File: src/rtl/stream_downsizer.sv
// Width down-converter: accepts one word of RATIO beats and emits the beats
// one per transfer on a narrow stream, flagging the final beat with out_last.
module stream_downsizer #(
    parameter int DATA_WIDTH = 8,
    parameter int RATIO      = 4,
    parameter int LSB_FIRST  = 1
) (
    input  logic                        clk,
    input  logic                        reset,
    input  logic [DATA_WIDTH*RATIO-1:0] in_data,
    input  logic                        in_valid,
    output logic                        in_ready,
    output logic [DATA_WIDTH-1:0]       out_data,
    output logic                        out_valid,
    input  logic                        out_ready,
    output logic                        out_last
);

    localparam int                CNT_W = $clog2(RATIO);
    localparam logic [CNT_W-1:0]  LAST  = CNT_W'(RATIO - 1);

    logic [DATA_WIDTH*RATIO-1:0] wbuf;
    logic [CNT_W-1:0]            cnt;
    logic                        loaded;

    logic                        at_last;
    logic                        rx;
    logic                        tx;
    logic [CNT_W-1:0]            idx;

    // Handshake: a transfer happens on a rising edge where valid && ready.
    // Valid never waits on ready; once raised, valid and data hold until
    // the transfer. in_ready is the only output that looks at out_ready.
    assign at_last   = (cnt == LAST);
    assign out_valid = loaded;
    assign out_last  = loaded && at_last;
    assign in_ready  = !reset && (!loaded || (out_ready && at_last));
    assign rx        = in_valid && in_ready;
    assign tx        = out_valid && out_ready;

    // A load takes priority over the final-beat transfer, which is what
    // lets a new word follow the last beat without a bubble.
    always_ff @(posedge clk) begin
        if (reset) begin
            loaded <= 1'b0;
            cnt    <= '0;
            wbuf   <= '0;
        end else if (rx) begin
            wbuf   <= in_data;
            cnt    <= '0;
            loaded <= 1'b1;
        end else if (tx && at_last) begin
            loaded <= 1'b0;
            cnt    <= '0;
        end else if (tx) begin
            cnt    <= cnt + 1'b1;
        end
    end

    assign idx = (LSB_FIRST != 0) ? cnt : (LAST - cnt);

    always_comb begin
        out_data = '0;
        for (int k = 0; k < RATIO; k++) begin
            if (idx == CNT_W'(k)) begin
                out_data = wbuf[k*DATA_WIDTH +: DATA_WIDTH];
            end
        end
    end

endmodule
File: config.mk
export PLATFORM = sky130hd
export DESIGN_NAME = stream_downsizer
export DESIGN_NICKNAME = d
export VERILOG_FILES = /design/src/rtl/stream_downsizer.sv
export SDC_FILE = /design/constraint.sdc
export NUM_CORES = 1
export LEC_CHECK = 0
export ABC_AREA = 1
export CAP_MARGIN = 20
export CORE_MARGIN = 8
export CORE_UTILIZATION = 50
export DETAILED_ROUTE_END_ITERATION = 7
export DONT_BUFFER_PORTS = 1
export SKIP_LAST_GASP = 1
export SLEW_MARGIN = 15
export SYNTH_ARGS = -nofsm -noshare
export SYNTH_HDL_FRONTEND = slang
export SYNTH_SLANG_ARGS = --single-unit
File: constraint.sdc
create_clock -name clk -period 3.2 [get_ports clk]
set_input_delay 0.16 -clock clk [delete_from_list [all_inputs] [get_ports clk]]
set_output_delay 0.16 -clock clk [all_outputs]
set_load 0.005 [all_outputs]
Word-level counts from Yosys, hierarchy flattened
Index checks and enable logic that the tools add are counted.
- register bits: 35
- latch bits: 0
- memory bits (writable): 0
- ROM bits: 0
- input port bits: 36
- output and inout bits: 11
- word-level logic and storage cells: 25
- memories: 0
- $add $sub $neg: 1
- multiply operators: 0
- divide/modulo/power cells: 0
- $lt $le $gt $ge: 0
- equality and inequality tests: 3
- shifts and indexed selects: 0
- multiplexer cells: 6
- bitwise gates (word level): 0
- reduce and logical (&&, ||, !) cells: 12
- operators with widths (cell ; count):
    2-to-1 mux 8 bit ; 4
    logical AND 1 bit ; 6
    equality test 2 bit (second input constant) ; 2
    OR reduction 3 bit ; 1
    adder 2 x 1 -> 2 bit (second input constant) ; 1
    equality test 2 x 1 -> 1 bit (second input constant) ; 1
    zero test 1 bit ; 2
    zero test 2 bit ; 1
    2-to-1 mux 1 bit ; 2
    nonzero test 2 bit ; 1
    logical OR 1 bit ; 1

Depth between registers and ports, before layout
Gate-level depths: netlist of run 1.
- word-level depth: 6
- gate-level depth with buffers: 8
- depth with buffers taken out: 7

Worst setup path after synthesis of run 1
OpenSTA, ideal clock, no wires.
- kind: register to output
- from: register cnt[0]
- to: output port out_data[5]
- arrival: 1.189 ns
- required time: 3.040 ns
- slack: 1.851 ns
- cell stages (with the launch flop): 9
- buffers on the path: 2
- cells stage by stage: dfxtp_1 -> inv_1 -> ha_1 -> clkbuf_1 -> buf_2 -> a21oi_1 -> nand2_1 -> nand2_1 -> nand2_1
- cells in the longest elaborated chain, start to end: 5
- elaborated cells on any way between the ends: 8
- those cells by class: 3 x eq/ne; 4 x mux; 1 x reduce/logical
- RTL lines (what ; RTL line ; RTL):
    start: declaration ; 23 ; logic [CNT_W-1:0] cnt;
    start signal: assignment ; 56 ; cnt <= cnt + 1'b1;
    zero test 2 bit ; 65 ; if (idx == CNT_W'(k)) begin
    2-to-1 mux 8 bit (3 in a row) ; 65 ;
    2-to-1 mux 8 bit * ; 65 ;
    end: declaration ; 13 ; output logic [DATA_WIDTH-1:0] out_data,
Mark *: on every way between the ends. The rest lies on a longest branch, timed or not.

Worst setup path after layout of run 1
- from: register cnt[0]
- to: register wbuf[19]
- cells in the longest elaborated chain, start to end: 5
- RTL lines (what ; RTL line ; RTL):
    equality test 2 bit ; 34 ; assign at_last = (cnt == LAST);
    logical AND 1 bit ; 37 ; assign in_ready = !reset && (!loaded || (out_ready && at_last));
    logical OR 1 bit ; 37 ;
    logical AND 1 bit ; 37 ;
    logical AND 1 bit ; 38 ; assign rx = in_valid && in_ready;
    end signal: assignment ; 49 ; wbuf <= in_data;
    end: declaration ; 22 ; logic [DATA_WIDTH*RATIO-1:0] wbuf;
Every way passes these cells.
A chain may end at the register's enable or synchronous reset.

==> impl_metrics.json, run 1 <==
{
  "fmax_ghz": 0.507,
  "ir_drop_mv": 0.240,
  "drt_iter0_drc": 141,
  "drc": 0,
  "crit_required_ns": 3.37,
  "cts_buffer_depth": 2,
  "worst_pin_slew_ns": 0.592,
  "rsz0062_at_grt": "false",
  "r2r-start": "cnt[0]$_SDFFE_PP0N_",
  "synth_top_area_frac": 0.363,
  "synth.largest_area_cell": "dfxtp_1",
  "core_um2": 3690,
  "hold_class": "primary input to flip-flop",
  "wl_per_cell_um": 14.3,
  "final_nets": 328,
  "grt_pass1_wl_um": 7940,
  "post_cts_buffers": 0,
  "cts_tree": "done",
  "diodes": 0,
  "crit_arrival_ns": 2.15,
  "place_congestion": 0.740,
  "cts_resized": 0,
  "maxCapViolCount": 0,
  "place_area_um2": 1860,
  "ant_nets": 0,
  "row_count": 22,
  "synth_edf_count": 0,
  "viasPerCell": 5.03,
  "io_buffers": 0,
  "ys_top_cells_by_area": "dfxtp_1, nand2_1, nand4_1",
  "relSlewSlack": 0.606,
  "hold_buffers": 1,
  "yosysWarnings": 0,
  "crit_type": "flip-flop to flip-flop",
  "min_period_ns": 1.97,
  "routed_wl_um": 4800,
  "die_h_um": 78.1,
  "r2r_slack_ns": 1.23,
  "ys_async_sr_fraction": 0,
  "initial_core_util": 0.523,
  "period_share": 0.616,
  "ys_seq_elements": 35,
  "insertion_delay_ns": 0.29,
  "final_area_um2": 1970,
  "grt_max_degree": 36,
  "tns_ns": 0,
  "synthFlopType": "dfxtp_1",
  "dpl.hpwl_um": 3070,
  "ys_top_cells_by_count": "nand2_1, inv_1, dfxtp_1, nor2_1, nand4_1",
  "pin_count": 47,
  "grt_pass1_vias": 1624,
  "gr-total-overflow": 0,
  "finClkSkew_ns": 0.00705,
  "setup_viol": 0,
  "numCtsBuffers": 5,
  "syn_area_um2": 1930,
  "antenna_found_initial": 0,
  "drive_gt1_frac": 0.0415,
  "endpoint": "wbuf[19]$_SDFFE_PP0P_",
  "clk_pin_slew_ns": 0.07,
  "avgSynthCellArea_um2": 6.38,
  "worst-path-max-fanout": 35,
  "ys_types": 18,
  "dr_total_vias": 1696,
  "dr.pass1.iters": 4,
  "yosys.cell_count.top_type": "nand2_1",
  "ys_seq_area_frac": 0.363,
  "slew_violations": 0,
  "r2r_end": "wbuf[19]$_SDFFE_PP0P_",
  "dieArea_um2": 6100,
  "reg2reg_depth": 7,
  "endpoint_kind": "flip-flop",
  "syn_inst": 302,
  "htreeDepth": 2,
  "critical_path.startpoint_type": "flip-flop",
  "status": "finished, final reports clean",
  "track_usage": 0.159,
  "die_x_um": 78.1,
  "cts-root-buf": "clkbuf_8",
  "cts_sinks": 35,
  "crit_start": "cnt[0]$_SDFFE_PP0N_",
  "leakage_uw": 0.000965,
  "area_delta_synth_final_pct": 2.27,
  "p_per_area_nw_per_um2": 477,
  "synth_fp_nets": 342,
  "hold_viol_final": 0
}
[flip-flops by register name, summed over array words and instances, names as in the netlist]
name and count:
wbuf 32, cnt 2, out_valid 1
[cell families (layout without fill, tap and decap cells)]
| family | count (synthesis) | count (layout) | synth area share |
|---|---|---|---|
| AO/OA/AOI/OAI | 18 | 18 | 0.0467 |
| XOR/XNOR | 1 | 1 | 0.00454 |
| adder cells (fa/ha/maj) | 4 | 4 | 0.0260 |
| buffers and inverters | 63 | 50 | 0.147 |
| flip-flops | 35 | 35 | 0.363 |
| AND/OR/NAND/NOR | 181 | 181 | 0.412 |
[worst max-delay path, cell delays in order, from the launching register on]
cell,delay (ns)
dfxtp_1,0.40
ha_1,0.17
buf_4,0.23
nand2_2,0.10
nand2_4,0.31
nand3_4,0.41
nand2_1,0.16
nand2_1,0.06
[worst min path at each step]
| stage | startpoint | end | slack [ns] | cells after the start |
|---|---|---|---|---|
| 6_report | in_data[3] | wbuf[3]$_SDFFE_PP0P_ | 0.02 | 2 |
| 4_1_cts | in_data[14] | wbuf[14]$_SDFFE_PP0P_ | 0.02 | 2 |
| 2_1_floorplan | in_data[0] | wbuf[0]$_SDFFE_PP0P_ | 0.31 | 2 |
| 3_5_place_dp | reset | out_valid$_SDFFE_PP0P_ | 0.24 | 1 |
| 3_3_place_gp | reset | out_valid$_SDFFE_PP0P_ | 0.24 | 1 |
| 5_1_grt | in_data[14] | wbuf[14]$_SDFFE_PP0P_ | 0.02 | 2 |
[per-layer routing]
layer	GRT usage	up-vias	part of all wire
met5	0	-	0
met4	0.0444	0	0.0094
met3	0.0513	5	0.064
met2	0.254	48	0.44
met1	0.201	726	0.48
li1	-	917	-
[metrics by stage]
step           utilization  hold slack [ns]  std cells  total power [uW]  setup slack, ns
2_1_floorplan            -            0.314        302               588             1.85
3_3_place_gp         0.505            0.237        328               590             1.27
3_5_place_dp         0.505            0.238        328               592             1.24
4_1_cts              0.535           0.0175        337               945             1.23
5_1_grt              0.535           0.0166        337               982             1.05
6_report             0.535           0.0205        337               940             1.23
[placed cells by master, fill, tap and decap left out]
| cell | n |
|---|---|
| nand2_1 | 103 |
| inv_1 | 39 |
| dfxtp_1 | 35 |
| nor2_1 | 34 |
| nand4_1 | 32 |
| a21oi_1 | 18 |
| nand3_1 | 9 |
| clkbuf_8 | 7 |
| ha_1 | 4 |
| nand2_2 | 1 |
| nand2_4 | 1 |
| inv_2 | 1 |
| nand3_4 | 1 |
| xor2_1 | 1 |
| clkbuf_1 | 1 |
| dlygate4sd3_1 | 1 |
| buf_4 | 1 |
[final cells by class]
| cell class | count | area, um2 |
|---|---|---|
| timing repair buffer | 2 | 17.5 |
| sequential | 35 | 701 |
| clock buffer | 8 | 100 |
| inverter | 40 | 150 |
| tap | 48 | 60.1 |
| fill | 424 | 1720 |
| multi-input combinational | 204 | 943 |
[power by group]
| part | internal, uW | switching (uW) | total [uW] |
|---|---|---|---|
| Sequential | 465 | 15.7 | 481 |
| Clock | 197 | 161 | 357 |
| Combinational | 34.4 | 66.9 | 101 |
No activity file was read; power rests on OpenSTA's default activity.
==> run 2, diff against run 1 <==
--- a/config.mk
+++ b/config.mk
@@ -11,6 +11,7 @@
 export CORE_UTILIZATION = 50
 export DETAILED_ROUTE_END_ITERATION = 7
 export DONT_BUFFER_PORTS = 1
+export PLACE_DENSITY = 0.68
 export SKIP_LAST_GASP = 1
 export SLEW_MARGIN = 15
 export SYNTH_ARGS = -nofsm -noshare
==> constraint.sdc (replaced) <==
create_clock -name clk -period 1.75 [get_ports clk]
set_input_delay 0.0875 -clock clk [delete_from_list [all_inputs] [get_ports clk]]
set_output_delay 0.0875 -clock clk [all_outputs]
set_load 0.005 [all_outputs]
==> impl_metrics.json, run 2 (synthesis results as in run 1) <==
{
  "status": "finished, final reports clean",
  "rsz0062_at_grt": "false",
  "grt_use_met3": 0.0718,
  "globalRouteMet1Util": 0.207,
  "drc": 0,
  "drive_gt1_frac": 0.0503,
  "final_common_cell": "nand2_1",
  "crit_chain": "ha_1 -> nand2_2 -> nand2_8 -> nand4_1 -> dlygate4sd3_1 -> nand2_1",
  "tns_ns": 0,
  "grt_max_degree": 34,
  "cp_top_family": "buffers and inverters",
  "antenna_found_initial": 0,
  "worst_pin_slew_ns": 0.591,
  "crit_required_ns": 1.98,
  "cp_slowest_cell": "dlygate4sd3_1",
  "post_cts_buffers": 0,
  "leakage_uw": 0.00113,
  "crit_arrival_ns": 1.90,
  "clk_pin_slew_ns": 0.06,
  "viasPerCell": 4.97,
  "die_h_um": 78.1,
  "fmax_ghz": 0.600,
  "hold_class": "primary input to flip-flop",
  "grt_util_met2": 0.297,
  "numCtsBuffers": 5,
  "slew_violations": 0,
  "cts_sinks": 35,
  "grt.busiest_layer": "met2",
  "area_delta_synth_final_pct": 28.4,
  "io_buffers": 0,
  "diodes": 0,
  "die_x_um": 78.1,
  "ant_nets": 0,
  "relSlewSlack": 0.605,
  "core_um2": 3690,
  "routed_wl_um": 5290,
  "insertion_delay_ns": 0.29,
  "grt_pass1_wl_um": 8900,
  "cts-root-buf": "clkbuf_8",
  "largest_register_ffs": 32,
  "worst-path-max-fanout": 19,
  "timing.final.ws_setup_ns": 0.0829,
  "crit_path_max_incr_delay_ns": 0.59,
  "dr_total_vias": 1917,
  "maxCapViolCount": 0,
  "dp_cells": 330,
  "cts_buffer_depth": 2,
  "period_share": 0.953,
  "pin_count": 47,
  "pre_cts_slack_ns": 0.196,
  "ir_drop_mv": 0.632,
  "hold_viol_final": 0,
  "final_nets": 379,
  "grt_pass1_vias": 1884,
  "initial_core_util": 0.523,
  "most-common-layout-cells": "nand2_1, dlygate4sd3_1, inv_1",
  "endpoint_kind": "flip-flop",
  "setup_viol": 0,
  "finalPower_uw": 1710,
  "min_period_ns": 1.67,
  "dpl.hpwl_um": 3230,
  "cts_tree": "done",
  "htreeDepth": 2,
  "dr.pass1.iters": 5,
  "instances_no_fill": 386,
  "top_register": "wbuf",
  "fillers": 341,
  "place_congestion": 0.784,
  "postLayoutCoreUtil": 0.671,
  "path_buf_inv": 1,
  "critical_path.startpoint_type": "flip-flop",
  "track_usage": 0.180,
  "row_count": 22,
  "drt_iter0_drc": 163,
  "crit_type": "flip-flop to flip-flop",
  "wl_per_cell_um": 13.7,
  "gr-total-overflow": 0,
  "p_per_area_nw_per_um2": 691,
  "finClkSkew_ns": 0.00321,
  "dieArea_um2": 6100
}
run 2: cell types whose count changed in the layout (fill, tap and decap cells not counted), moves of 2 or more:
cell	previous run	this run
buf_4	1	3
ha_2	0	2
clkbuf_8	7	5
ha_1	4	2
dlygate4sd3_1	1	49
run 2: routing by layer:
metal  part of all wire  vias to the layer above
li1                   -                     1011
met1               0.42                      836
met2               0.48                       64
met3              0.082                        6
met4              0.013                        0
met5                  0                        -
run 2: path summary, 6_finish.rpt:
kind	slack, ns	to	startpoint	cells past startpoint
min reg2reg	0.52	wbuf[0]$_SDFFE_PP0P_	wbuf[0]$_SDFFE_PP0P_	4
max reg2reg	0.08	wbuf[18]$_SDFFE_PP0P_	cnt[1]$_SDFFE_PP0N_	6
max	0.08	wbuf[18]$_SDFFE_PP0P_	cnt[1]$_SDFFE_PP0N_	6
min	0.04	cnt[1]$_SDFFE_PP0N_	out_ready	4
run 2: cell type report:
type	instances	area [um2]	area share
timing repair buffer	53	533	0.215
clock buffer	6	72.6	0.0293
multi-input combinational	204	957	0.387
tap	48	60.1	0.0243
inverter	40	150	0.0607
sequential	35	702	0.284
run 2: timing repair:
action / CTS / global route
gates resized for setup: 0 / 5
endpoints found under the hold margin: 33 / 0
hold buffers: 50 / 0
setup endpoints to repair: 0 / 24
run 2: report_power, final:
| group | total [uW] | switching (uW) | leakage [uW] | internal, uW |
|---|---|---|---|---|
| registers | 883 | 31.6 | 0.000288 | 852 |
| clock network | 534 | 269 | 0.0000371 | 265 |
| logic | 293 | 158 | 0.000807 | 135 |
run 2: stage by stage:
| stage | cell area (um2) | hold WS, ns |
|---|---|---|
| finish | 2470 | 0.0361 |
| detailed placement | 1880 | 0.163 |
| global route | 2470 | 0.0653 |
| floorplan | 1930 | 0.241 |
| CTS | 2460 | 0.0315 |
| global placement | 1880 | 0.163 |
run 2: worst min-delay path, delay by kind of cell:
kind	cells	cell delay (ns)
buffers and inverters	1	0.05
AND/OR/NAND/NOR	3	0.15
==> run 3, diff against run 2 <==
--- a/config.mk
+++ b/config.mk
@@ -8,10 +8,10 @@
 export ABC_AREA = 1
 export CAP_MARGIN = 20
 export CORE_MARGIN = 8
-export CORE_UTILIZATION = 50
+export CORE_UTILIZATION = 55
 export DETAILED_ROUTE_END_ITERATION = 7
 export DONT_BUFFER_PORTS = 1
-export PLACE_DENSITY = 0.68
+export PLACE_DENSITY = 0.73
 export SKIP_LAST_GASP = 1
 export SLEW_MARGIN = 15
 export SYNTH_ARGS = -nofsm -noshare
==> impl_metrics.json, run 3 (synthesis results as in run 1) <==
{
  "status": "finished, final reports clean",
  "core_um2": 3360,
  "slew_violations": 0,
  "area_delta_synth_final_pct": 25.4,
  "routed_wl_um": 5310,
  "grt_pass1_vias": 1869,
  "multi_input_area_um2": 957,
  "place_area_um2": 1890,
  "dr_total_vias": 1956,
  "min_period_ns": 1.64,
  "worst_pin_slew_ns": 0.836,
  "row_count": 21,
  "finClkSkew_ns": 0.00545,
  "relSlewSlack": 0.441,
  "dieArea_um2": 5660,
  "pin_count": 47,
  "antenna_found_initial": 0,
  "critical_path.startpoint_type": "flip-flop",
  "htreeDepth": 2,
  "numCtsBuffers": 5,
  "p_per_area_nw_per_um2": 652,
  "fillers": 282,
  "leakage_uw": 0.00113,
  "most-common-layout-cells": "nand2_1, dlygate4sd3_1, inv_1",
  "cts_sinks": 35,
  "viasPerCell": 5.12,
  "reg2reg_depth": 6,
  "hold_depth": 5,
  "endpoint_kind": "flip-flop",
  "insertion_delay_ns": 0.34,
  "fmax_ghz": 0.610,
  "die_x_um": 75.2,
  "crit_required_ns": 1.98,
  "worst-path-max-fanout": 15,
  "gr-total-overflow": 0,
  "hold_class": "primary input to flip-flop",
  "dpl.hpwl_um": 3060,
  "cts_buffer_depth": 2,
  "hold_viol_final": 0,
  "tns_ns": 0,
  "drive_gt1_frac": 0.0595,
  "ant_nets": 0,
  "place_congestion": 0.797,
  "drc": 0,
  "drt_iter0_drc": 152,
  "period_share": 0.936,
  "crit_arrival_ns": 1.87,
  "diodes": 0,
  "grt_pass1_wl_um": 8480,
  "cts-root-buf": "clkbuf_4",
  "grt_max_degree": 34,
  "die_h_um": 75.2,
  "setup_viol": 0,
  "final_nets": 377,
  "maxCapViolCount": 0,
  "cts_tree": "done",
  "io_buffers": 0,
  "track_usage": 0.197,
  "wl_per_cell_um": 13.9,
  "final_area_um2": 2420,
  "seq_area_um2": 703,
  "initial_core_util": 0.573,
  "top_register": "wbuf",
  "crit_type": "flip-flop to flip-flop",
  "dr.pass1.iters": 4,
  "final_common_cell": "nand2_1",
  "rsz0062_at_grt": "false",
  "ir_drop_mv": 0.520,
  "clk_pin_slew_ns": 0.10,
  "largest_register_ffs": 32
}
==> run 3: changes by cell type in the layout (fill, tap and decap cells not counted), sizes merged <==
cell	change
buf	+2
dlygate4sd3	-4
==> run 3: final timing paths <==
kind                                             from                     to  slack (ns)
worst max-delay path              cnt[0]$_SDFFE_PP0N_   wbuf[7]$_SDFFE_PP0P_        0.11
worst min-delay path                         in_valid    cnt[1]$_SDFFE_PP0N_        0.01
worst max register to register    cnt[0]$_SDFFE_PP0N_   wbuf[7]$_SDFFE_PP0P_        0.11
worst min register to register  wbuf[25]$_SDFFE_PP0P_  wbuf[25]$_SDFFE_PP0P_        0.52
==> run 3: where the power goes <==
part / internal (uW) / switching, uW
sequential: 851 / 30.8
combinational: 136 / 161
clock: 143 / 255
==> run 3: cell type report <==
type / count / share of cell area
multi-input cells: 204 / 0.396
well taps: 46 / 0.0238
repair buffers: 51 / 0.210
clock buffers: 6 / 0.0171
flip-flops and latches: 35 / 0.291
inverters: 40 / 0.0621
==> run 3: worst max-delay path, cell delays in order (launching register included) <==
cell,delay (ns)
dfxtp_2,0.36
ha_1,0.22
nand2_2,0.12
nand2_8,0.11
nand4_1,0.09
dlygate4sd3_1,0.57
nand2_1,0.07
==> run 3: what timing repair did <==
action,in CTS,in global routing
hold endpoints to repair,35,0
gates resized for setup,2,4
setup buffers,0,0
setup endpoints to repair,8,16
hold buffers,46,0
gates cloned,0,0
==> run 3: layer usage <==
layer / global-route usage / up-vias / routed length, um
met1: 0.220 / 871 / 2120
met3: 0.0759 / 11 / 422
met4: 0.0576 / 0 / 91
li1: - / 1009 / -
met5: 0 / - / 0
met2: 0.337 / 65 / 2670
==> run 3: stage by stage <==
step                      worst slack [ns]  std cells  power, uW  hold WS, ns  utilization
after CTS                          0.00462        382       1580       0.0138        0.715
after detailed placement             0.247        330       1090        0.165        0.562
after global placement               0.292        330       1090        0.162        0.562
after global routing                0.0103        382       1660       0.0189        0.719
final                                0.111        382       1580       0.0105        0.719
after floorplan                      0.474        302       1080        0.241            -
